`src/rtl/led_pwm_scan.sv`:
```
// Four-channel PWM LED driver. Once per PWM period it scans duty/control words
// from a synchronous RAM into a shadow copy and commits them at the next period boundary.
module led_pwm_scan #(
    parameter int DATA_WIDTH = 16,
    parameter int ADDR_WIDTH = 4,
    parameter int BASE_ADDR  = 0,
    parameter int PRESCALE   = 4
) (
    input  logic                  clk,
    input  logic                  rst,
    output logic                  ram_cs,
    output logic                  ram_we,
    output logic                  ram_oe,
    output logic [ADDR_WIDTH-1:0] ram_addr,
    input  logic [DATA_WIDTH-1:0] ram_rdata,
    output logic [3:0]            led,
    output logic                  busy
);

    localparam int PW = (PRESCALE > 1) ? $clog2(PRESCALE) : 1;

    typedef enum logic [1:0] {IDLE, REQ, CAP} state_t;

    state_t          state_reg, state_next;
    logic [2:0]      idx_reg, idx_next;
    logic [PW-1:0]   presc_reg;
    logic [7:0]      pwm_reg;
    logic            pending_reg;
    logic [3:0][7:0] shadow_duty_reg;
    logic [1:0]      shadow_ctrl_reg;
    logic [3:0][7:0] duty_reg;
    logic [1:0]      ctrl_reg;
    logic [3:0]      led_reg;
    logic [3:0]      led_next;

    logic tick;
    logic boundary;
    logic capture;
    logic scan_done;

    // Bits above the duty byte carry no meaning for this block.
    logic unused_rdata;
    assign unused_rdata = ^ram_rdata[DATA_WIDTH-1:8];

    assign tick     = (presc_reg == PW'(PRESCALE - 1));
    assign boundary = tick && (pwm_reg == 8'hFF);

    always_comb begin
        state_next = state_reg;
        idx_next   = idx_reg;
        capture    = 1'b0;
        scan_done  = 1'b0;
        case (state_reg)
            IDLE: begin
                if (boundary) begin
                    state_next = REQ;
                    idx_next   = 3'd0;
                end
            end
            REQ: begin
                state_next = CAP;
            end
            CAP: begin
                capture = 1'b1;
                if (idx_reg < 3'd4) begin
                    idx_next   = idx_reg + 3'd1;
                    state_next = REQ;
                end else begin
                    idx_next   = 3'd0;
                    state_next = IDLE;
                    scan_done  = 1'b1;
                end
            end
            default: begin
                state_next = IDLE;
                idx_next   = 3'd0;
            end
        endcase
    end

    always_ff @(posedge clk) begin
        if (rst) begin
            state_reg       <= IDLE;
            idx_reg         <= 3'd0;
            presc_reg       <= '0;
            pwm_reg         <= 8'd0;
            pending_reg     <= 1'b0;
            shadow_duty_reg <= '0;
            shadow_ctrl_reg <= 2'b00;
            duty_reg        <= '0;
            ctrl_reg        <= 2'b00;
        end else begin
            state_reg <= state_next;
            idx_reg   <= idx_next;

            if (tick) begin
                presc_reg <= '0;
                pwm_reg   <= pwm_reg + 8'd1;
            end else begin
                presc_reg <= presc_reg + PW'(1);
            end

            if (capture) begin
                if (idx_reg == 3'd4) begin
                    shadow_ctrl_reg <= ram_rdata[1:0];
                end else begin
                    shadow_duty_reg[idx_reg[1:0]] <= ram_rdata[7:0];
                end
            end

            // Commit consumes the previous scan; the scan starting on this
            // same edge refills the shadow for the following period.
            if (boundary && pending_reg) begin
                duty_reg    <= shadow_duty_reg;
                ctrl_reg    <= shadow_ctrl_reg;
                pending_reg <= 1'b0;
            end else if (scan_done) begin
                pending_reg <= 1'b1;
            end
        end
    end

    genvar gi;
    generate
        for (gi = 0; gi < 4; gi++) begin : g_chan
            assign led_next[gi] = (ctrl_reg[0] & (pwm_reg < duty_reg[gi])) ^ ctrl_reg[1];
        end
    endgenerate

    always_ff @(posedge clk) begin
        if (rst) begin
            led_reg <= 4'b0000;
        end else begin
            led_reg <= led_next;
        end
    end

    assign led      = led_reg;
    assign busy     = (state_reg != IDLE);
    assign ram_cs   = (state_reg == REQ);
    assign ram_oe   = (state_reg == REQ);
    assign ram_we   = 1'b0;
    assign ram_addr = ADDR_WIDTH'(BASE_ADDR) + ADDR_WIDTH'(idx_reg);

endmodule

```
`config.mk`:
```
export PLATFORM = sky130hd
export DESIGN_NAME = led_pwm_scan
export DESIGN_NICKNAME = d
export VERILOG_FILES = /design/src/rtl/led_pwm_scan.sv
export SDC_FILE = /design/constraint.sdc
export NUM_CORES = 1
export LEC_CHECK = 0
export ABC_AREA = 1
export BUFFER_PORTS_ARGS = -buffer_cell sky130_fd_sc_hd__buf_4
export CAP_MARGIN = 25
export CORE_MARGIN = 2
export CORE_UTILIZATION = 55
export DETAILED_ROUTE_END_ITERATION = 7
export PLACE_DENSITY_LB_ADDON = 0.2
export SLEW_MARGIN = 20
export SYNTH_ARGS = -nofsm -noshare
export SYNTH_HDL_FRONTEND = slang
export SYNTH_SLANG_ARGS = --single-unit
```
`constraint.sdc`:
```
create_clock -name clk -period 2.26 [get_ports clk]
set_input_delay 0.339 -clock clk [delete_from_list [all_inputs] [get_ports clk]]
set_output_delay 0.339 -clock clk [all_outputs]
set_load 0.01 [all_outputs]
```
==> results of run 1 <==
[layout by cell type, fill, tap and decap left out, drive strengths merged]
cell / count
a21oi: 77
buf: 27
bufinv: 1
clkbuf: 9
clkinv: 2
clkinvlp: 3
conb: 2
dfxtp: 88
ha: 34
inv: 59
nand2: 106
nand3: 35
nand3b: 4
nand4: 4
nor2: 40
nor3: 6
nor3b: 5
o211ai: 1
o21a: 1
o21ai: 39
[worst max-delay path, cell delays in order (launching register included)]
cell     delay, ns
dfxtp_1       0.35
ha_1          0.34
nand2_4       0.08
inv_4         0.08
nand2_4       0.07
nor2_8        0.14
nand3_4       0.07
buf_4         0.30
o21ai_1       0.27
a21oi_1       0.07
[worst max path at each step]
stage / startpoint / endpoint / slack, ns / cells past startpoint
3_3_place_gp: presc_reg[0] / ctrl_reg[0] / 0.42 / 10
6_report: presc_reg[0] / duty_reg[29] / 0.36 / 9
2_1_floorplan: pwm_reg[1] / duty_reg[10] / 0.78 / 9
3_5_place_dp: presc_reg[0] / ctrl_reg[1] / 0.39 / 10
4_1_cts: presc_reg[0] / ctrl_reg[1] / 0.37 / 10
5_1_grt: presc_reg[0] / duty_reg[29] / 0.18 / 9
[kinds of logic after synthesis]
group | synth area share (%)
AOI/OAI and AO/OA | 15.11
other | 0.09166
DFF | 43.06
buffers and inverters | 9.541
and+or+nand+nor | 21.80
adders and majority gates | 10.40
[power by group through the flow]
stage / clock network (mW) / logic (mW) / registers, mW
finish: 1.10 / 0.112 / 1.56
global route: 1.18 / 0.127 / 1.56
CTS: 1.11 / 0.112 / 1.56
detailed placement: 0 / 0.111 / 1.60
global placement: 0 / 0.108 / 1.60
floorplan: 0 / 0.0712 / 1.60
[per-stage QoR]
step,instances,total power [mW]
2_1_floorplan,526,1.668
3_3_place_gp,626,1.704
3_5_place_dp,626,1.708
4_1_cts,642,2.785
5_1_grt,642,2.865
6_report,642,2.771
[cells in the mapped netlist, types with 2 or more instances]
cell and n:
nand3b_1 4, a21oi_1 76, o21ai_2 3, nand2_4 2, buf_4 5, nand2_1 104
nor2_1 38, inv_1 54, nor3_1 6, buf_6 7, nand3_1 34, nor3b_1 5
nand4_1 4, dfxtp_1 88, o21ai_1 22, ha_1 34, o21ai_0 14, inv_2 3
clkbuf_1 12
[layout make-up]
cell class                 count  area share [%]
multi-input combinational    354           43.70
clock inverter                 7           1.604
sequential                    88           39.62
timing repair buffer          27           4.558
clock buffer                   9           2.786
tap                           99           2.786
inverter                      58           4.952
[metal layers]
metal / share of wire [%] / up-vias / GRT usage (%)
li1: - / 1740 / -
met1: 49 / 1514 / 30.30
met2: 45 / 67 / 34.90
met3: 4.2 / 12 / 4.090
met4: 1.5 / 0 / 7.821
met5: 0 / - / 0
==> qor.yml, run 1 <==
detailed_routing:
  ant_nets: 0
  vias_per_cell: 5.192
  wl_per_cell_um: 13.38
  drcViolationCount: 0
  first_pass_iters: 6
  wl_um: 8589
  route.vias.total: 3333
  drt_iter0_drc: 162
yosys:
  synth-edff-count: 0
  ys_seq_elements: 88
  yosys-top-cells-area: "dfxtp_1, ha_1, nand2_1"
  synth_cells: 525
  ys_seq_area_share_pct: 43.06
  ys.flop_type: "dfxtp_1"
  synth_top_area_cell: "dfxtp_1"
  syn-cell-area_um2: 4091
  yosys_warnings: 0
  syn_avg_cell_area_um2: 7.793
  ys_async_sr_fraction_pct: 0
  synth_top_cell_area_share_pct: 43.06
  yosysUniqueCellTypes: 29
final_layout:
  n_fill_cell: 687
  multi_input_area_um2: 1943
  post-route-util_pct: 61.64
  synthToLayoutAreaGrowth_pct: 8.685
  diodes: 0
  nNetsFinal: 590
  drive_gt1_share_pct: 10.31
  regArea_um2: 1762
  final_area_um2: 4447
min_path:
  min_path_type: "in2reg"
  hp-start: "ram_rdata[4]"
  min_delay_path_depth: 3
  whs_endpoint: "shadow_duty_reg[4]"
timing:
  grt_setup_unrepaired: "false"
  finalClockSkew_ns: 0.009122
  whs_ns: 0.2683
  final-max-slew-violation-count: 0
  fin_ws_ns: 0.3563
  setup_viol: 0
  hold_viol: 0
  fin_crit_sh_pct: 84.23
  relSlewSlack_pct: 63.03
  maxClockFrequency_mhz: 525.3
  tightestPinTransition_ns: 0.5545
  final.setup.tns_ns: 0
  min_period_ns: 1.904
setup_path:
  r2r_cells: 9
  cp-start-kind: "register"
  cp_max_fo: 58
  rr_startpoint: "presc_reg[0]"
  crit_type: "reg2reg"
  endpoint_kind: "register"
  r2r_setup_slack_ns: 0.36
  cp.arrival_ns: 2.13
  crit_required_ns: 2.49
  r2r_end: "duty_reg[29]"
placed_design:
  gp_congestion: 0.8494
  place_ws_ns: 0.3865
  io_buffers: 19
  dpl_cell_area_um2: 4252
  hpwl_um: 6255
global_routing:
  grt_start_max_net_pins: 59
  grt_pass1_vias: 3081
  grt_overflow: 0
  grt_usage_pct: 22.04
  antenna_found_initial: 0
  grt_pass1_wl_um: 14430
pwr:
  pwr_density_cell_nw_per_um2: 623.1
  pwr-share-comb_pct: 4.0
  p_leak_nw: 1.815
  pwr-share-seq_pct: 56.3
  switching_share_pct: 23.97
  power.internal_mw: 2.107
  power.switching_uw: 664.0
  ir_drop_mv: 0.4139
  clockPowerShare_pct: 39.6
cts:
  cts-buffers-inserted: 9
  cts_setup_buffers: 0
  clock_path_buffers: 2
  cts.htree.levels: 3
  clock_sinks: 88
  path_clk_slew_ns: 0.10
  clk_latency_ns: 0.36
  cts_tree: "built"
  hold_buffers: 0
  clockRootBuffer: "clkbuf_8"
  ctsResizeCount: 0
floorplanning:
  die_y_um: 90.25
  fp.dieW_um: 90.25
  coreArea_um2: 7214
  rows: 31
  die-area_um2: 8145
  initial_core_util_pct: 56.71
  ios: 30
status:
  status: "completed"
job:
  cap_violations: 0
Power figures use the tool's default switching activity.
==> run 2, diff against run 1 <==
Clock period 2.26 ns to 1.8 ns, I/O delays scaled along.
==> qor.yml, run 2 (synthesis results as in run 1) <==
pwr:
  switching_share_pct: 25.85  # +1.9 points
  total_power_mw: 3.436  # +24%
  clockPowerShare_pct: 38.8  # -0.8 points
  pwr-share-seq_pct: 57.0  # +0.7 points
  ir_drop_mv: 0.4623  # +12%
  power.internal_mw: 2.548  # +21%
  pwr_density_cell_nw_per_um2: 764.1  # +23%
  p_leak_nw: 1.854  # +2.2%
  power.switching_uw: 888.4  # +34%
  pwr-share-comb_pct: 4.1  # about the same
floorplanning:
  die-area_um2: 8145  # unchanged
  initial_core_util_pct: 56.71  # unchanged
  coreArea_um2: 7214  # unchanged
  ios: 30  # unchanged
  die_y_um: 90.25  # unchanged
  rows: 31  # unchanged
  fp.dieW_um: 90.25  # unchanged
timing:
  finalClockSkew_ns: 0.01696  # +0.007835 ns
  hold_viol: 0  # unchanged
  maxClockFrequency_mhz: 603.5  # +15%
  whs_ns: 0.1982  # -0.07012 ns
  setup_viol: 0  # unchanged
  final.setup.tns_ns: 0  # unchanged
  grt_setup_unrepaired: "false"
  fin_crit_sh_pct: 92.05  # +7.8 points
  final-max-slew-violation-count: 0  # unchanged
  fin_ws_ns: 0.1430  # -0.2133 ns
  min_period_ns: 1.657  # -0.2467 ns
global_routing:
  grt_pass1_vias: 3043  # -1.2%
  grt_usage_pct: 21.53  # -0.51 points
  grt_pass1_wl_um: 14140  # -2.0%
  antenna_found_initial: 0  # unchanged
  grt_start_max_net_pins: 48  # -19%
  grt_use_met1_pct: 29.89  # -0.41 points
  use_met3_pct: 4.174  # +0.083 points
  use_met2_pct: 34.15  # -0.75 points
  busiest_layer: "met2"
  grt_overflow: 0  # unchanged
final_layout:
  final_cell_mix: "nand2_1, dfxtp_1, a21oi_1, inv_1, nor2_1"
  drive_gt1_share_pct: 11.50  # +1.2 points
  final_common_cell: "nand2_1"
  final_area_um2: 4497  # +1.1%
  nNetsFinal: 595  # +0.85%
  n_fill_cell: 643  # -6.4%
  diodes: 0  # unchanged
  synthToLayoutAreaGrowth_pct: 9.908
job:
  cap_violations: 0  # unchanged
placed_design:
  io_buffers: 19  # unchanged
  hpwl_um: 6227  # -0.45%
  dpl_cell_area_um2: 4302  # +1.2%
  place_ws_ns: 0.1625  # -0.2240 ns
  gp_congestion: 0.8163  # -3.9%
cts:
  clock_path_buffers: 2  # unchanged
  ctsResizeCount: 0  # unchanged
  cts_tree: "built"
  path_clk_slew_ns: 0.11  # about the same
  clockRootBuffer: "clkbuf_8"
  cts-buffers-inserted: 9  # unchanged
  clock_sinks: 88  # unchanged
  clk_latency_ns: 0.37  # about the same
  cts_setup_buffers: 0  # unchanged
  hold_buffers: 0  # unchanged
  cts.htree.levels: 3  # unchanged
detailed_routing:
  vias_per_cell: 5.219  # +0.54%
  wl_um: 8445  # -1.7%
  drt_iter0_drc: 192  # +19%
  drcViolationCount: 0  # unchanged
  wl_per_cell_um: 13.05  # -2.4%
  first_pass_iters: 4  # -2
  ant_nets: 0  # unchanged
  route.vias.total: 3377  # +1.3%
setup_path:
  cp-start-kind: "register"
  endpoint_kind: "register"
  cp.arrival_ns: 1.89  # -0.24 ns
  cp_max_fo: 10  # -83%
  crit_required_ns: 2.03  # -0.46 ns
  crit_type: "reg2reg"
min_path:
  min_path_type: "in2reg"
status:
  status: "completed"
run 2: cell count changes in the layout (fill, tap and decap cells not counted), sizes merged:
cell and change:
buf +5, clkinv -1, clkinvlp -2, inv +4, bufinv -1
run 2: cell type report:
type / instances / area (µm²) / area share (%)
multi-input cells: 354 / 1946 / 43.27
flip-flops and latches: 88 / 1763 / 39.20
repair buffers: 32 / 252.7 / 5.620
inverters: 58 / 220.2 / 4.897
clock buffers: 9 / 123.9 / 2.755
well taps: 99 / 123.9 / 2.755
clock inverters: 7 / 67.56 / 1.503
run 2: path summary, 6_finish.rpt:
check | from | end | slack (ns) | cells after the start
setup / recovery | idx_reg[1] | shadow_duty_reg[26] | 0.14 | 6
hold / removal | ram_rdata[4] | shadow_duty_reg[12] | 0.20 | 3
setup reg to reg | idx_reg[1] | shadow_duty_reg[26] | 0.14 | 6
hold reg to reg | presc_reg[0] | presc_reg[0] | 0.44 | 1
run 2: through the flow:
step,std cells,utilization (%)
after floorplan,526,-
after global placement,631,59.63
after detailed placement,631,59.63
after CTS,647,62.28
after global routing,647,62.33
final,647,62.33
run 2: worst max-delay path: stages, from the launching register on:
cell,delay [ns]
dfxtp_1,0.41
inv_1,0.09
ha_1,0.27
a21oi_4,0.31
nand2_1,0.26
nand2_1,0.13
a21oi_1,0.06
run 2: layer usage:
| layer | up-vias | wire [µm] |
|---|---|---|
| met2 | 75 | 3799 |
| met1 | 1535 | 4189 |
| li1 | 1756 | - |
| met4 | 0 | 121 |
| met3 | 11 | 334 |
| met5 | - | 0 |
run 2: power by group through the flow:
stage	logic (mW)	clock network (mW)	registers (mW)
after floorplan	0.0894	0	2.01
after global placement	0.137	0	2.00
after detailed placement	0.141	0	2.00
after CTS	0.142	1.34	1.96
after global routing	0.162	1.45	1.96
final	0.142	1.33	1.96
==> run 3, diff against run 2 <==
Settings changed: CTS_CLUSTER_SIZE set to 30, SLEW_MARGIN 20 to not set.
Clock period 1.8 ns to 1.63 ns, I/O delays scaled along.
==> qor.yml, run 3 (synthesis results as in run 1) <==
timing:
  hold_viol: 0  # unchanged
  setup_viol: 0  # unchanged
  fin_ws_ns: 0.09290  # -0.05012 ns
  maxClockFrequency_mhz: 650.6  # +7.8%
  finalClockSkew_ns: 0.009681  # -0.007275 ns
  final.setup.tns_ns: 0  # unchanged
  min_period_ns: 1.537  # -0.1199 ns
  final-max-slew-violation-count: 0  # unchanged
  fin_crit_sh_pct: 94.30  # +2.2 points
  grt_setup_unrepaired: "false"
min_path:
  hp-start: "ram_rdata[4]"
  min_path_type: "in2reg"
  whs_endpoint: "shadow_duty_reg[4]"
  min_delay_path_depth: 3  # unchanged
detailed_routing:
  ant_nets: 0  # unchanged
  route.vias.total: 3383  # +0.18%
  drcViolationCount: 0  # unchanged
  drt_iter0_drc: 172  # -10%
  wl_per_cell_um: 13.24  # +1.5%
  vias_per_cell: 5.189  # -0.59%
  wl_um: 8634  # +2.2%
  first_pass_iters: 5  # +1
placed_design:
  place_ws_ns: 0.03800  # -0.1245 ns
  gp_congestion: 0.7957  # -2.5%
  hpwl_um: 6432  # +3.3%
  io_buffers: 19  # unchanged
status:
  status: "completed"
setup_path:
  cp.arrival_ns: 1.77  # -0.12 ns
  rr_startpoint: "presc_reg[0]"
  cp_max_fo: 13  # +3
  crit_type: "reg2reg"
  endpoint_kind: "register"
  crit_required_ns: 1.86  # -0.17 ns
  r2r_cells: 9  # +3
  r2r_setup_slack_ns: 0.09  # -0.05 ns
  r2r_end: "duty_reg[22]"
  cp-start-kind: "register"
  setup.worst_path.start: "presc_reg[0]"
cts:
  cts.htree.levels: 3  # unchanged
  path_clk_slew_ns: 0.09  # -0.02 ns
  clk_latency_ns: 0.35  # -0.02 ns
  clock_sinks: 88  # unchanged
  cts_tree: "built"
  clockRootBuffer: "clkbuf_8"
  cts-buffers-inserted: 9  # unchanged
  clock_path_buffers: 2  # unchanged
global_routing:
  grt_pass1_wl_um: 14490  # +2.5%
  antenna_found_initial: 0  # unchanged
  grt_usage_pct: 22.08  # +0.55 points
  grt_pass1_vias: 3160  # +3.8%
  grt_overflow: 0  # unchanged
  grt_start_max_net_pins: 48  # unchanged
final_layout:
  final_cell_mix: "nand2_1, dfxtp_1, a21oi_1, inv_1, nor2_1"
  nNetsFinal: 600  # +0.84%
  final_common_cell: "nand2_1"
  n_fill_cell: 681  # +5.9%
  drive_gt1_share_pct: 13.20  # +1.7 points
  diodes: 0  # unchanged
  synthToLayoutAreaGrowth_pct: 11.28
pwr:
  total_power_mw: 3.823  # +11%
  ir_drop_mv: 0.5800  # +25%
  p_leak_nw: 1.886  # +1.7%
  pwr_density_cell_nw_per_um2: 839.6  # +9.9%
floorplanning:
  fp.dieW_um: 90.25  # unchanged
  ios: 30  # unchanged
  rows: 31  # unchanged
  initial_core_util_pct: 56.71  # unchanged
  die-area_um2: 8145  # unchanged
  die_y_um: 90.25  # unchanged
  coreArea_um2: 7214  # unchanged
job:
  cap_violations: 0  # unchanged
==> run 3: worst max-delay path, cell delays in order (launching register included) <==
cell     delay, ns
dfxtp_2       0.34
ha_2          0.20
nand2_4       0.05
inv_4         0.07
nand2_4       0.07
nor2_8        0.10
nand3_4       0.12
buf_4         0.21
o21ai_1       0.19
a21oi_1       0.07
==> run 3: area by class of cell <==
type,count,area [µm²],share of cell area [%]
timing repair buffer,37,294.0,6.458
tap,99,123.9,2.721
clock inverter,7,71.32,1.566
clock buffer,9,123.9,2.721
sequential,88,1767,38.80
inverter,58,220.2,4.836
multi-input combinational,354,1953,42.90
==> run 3: worst max path at each step <==
stage / endpoint / slack [ns]
4_1_cts: led[2] / 0.02
3_3_place_gp: led[1] / 0.08
3_5_place_dp: led[1] / 0.04
6_report: duty_reg[22] / 0.09
5_1_grt: duty_reg[24] / 0.002
2_1_floorplan: duty_reg[10] / 0.15
==> run 3: stage by stage <==
stage	cell area (µm²)	util [%]	hold slack, ns	instances
after global routing	4553	63.11	0.1901	652
after floorplan	4095	-	0.4043	526
after CTS	4527	62.75	0.1861	651
after detailed placement	4332	60.04	0.4476	635
after global placement	4332	60.04	0.4126	635
final	4553	63.11	0.1883	652
==> run 3: where the power goes <==
part	leakage, nW	switching (mW)	internal (mW)
Sequential	0.711	0.00516	2.16
Clock	0.103	0.783	0.711
Combinational	1.07	0.105	0.0608
==> run 3: timing repair <==
item	CTS	global route
endpoints found under the setup margin	0	39
hold buffers	0	0
setup buffers	0	1
gates resized for setup	0	8
hold endpoints to repair	0	0
==> run 3: routing by layer <==
layer,vias up,wire length [µm],global-route usage (%)
met5,-,0,0
li1,1761,-,-
met2,77,3933,36.22
met3,23,310,2.838
met1,1522,4136,29.08
met4,0,254,10.26
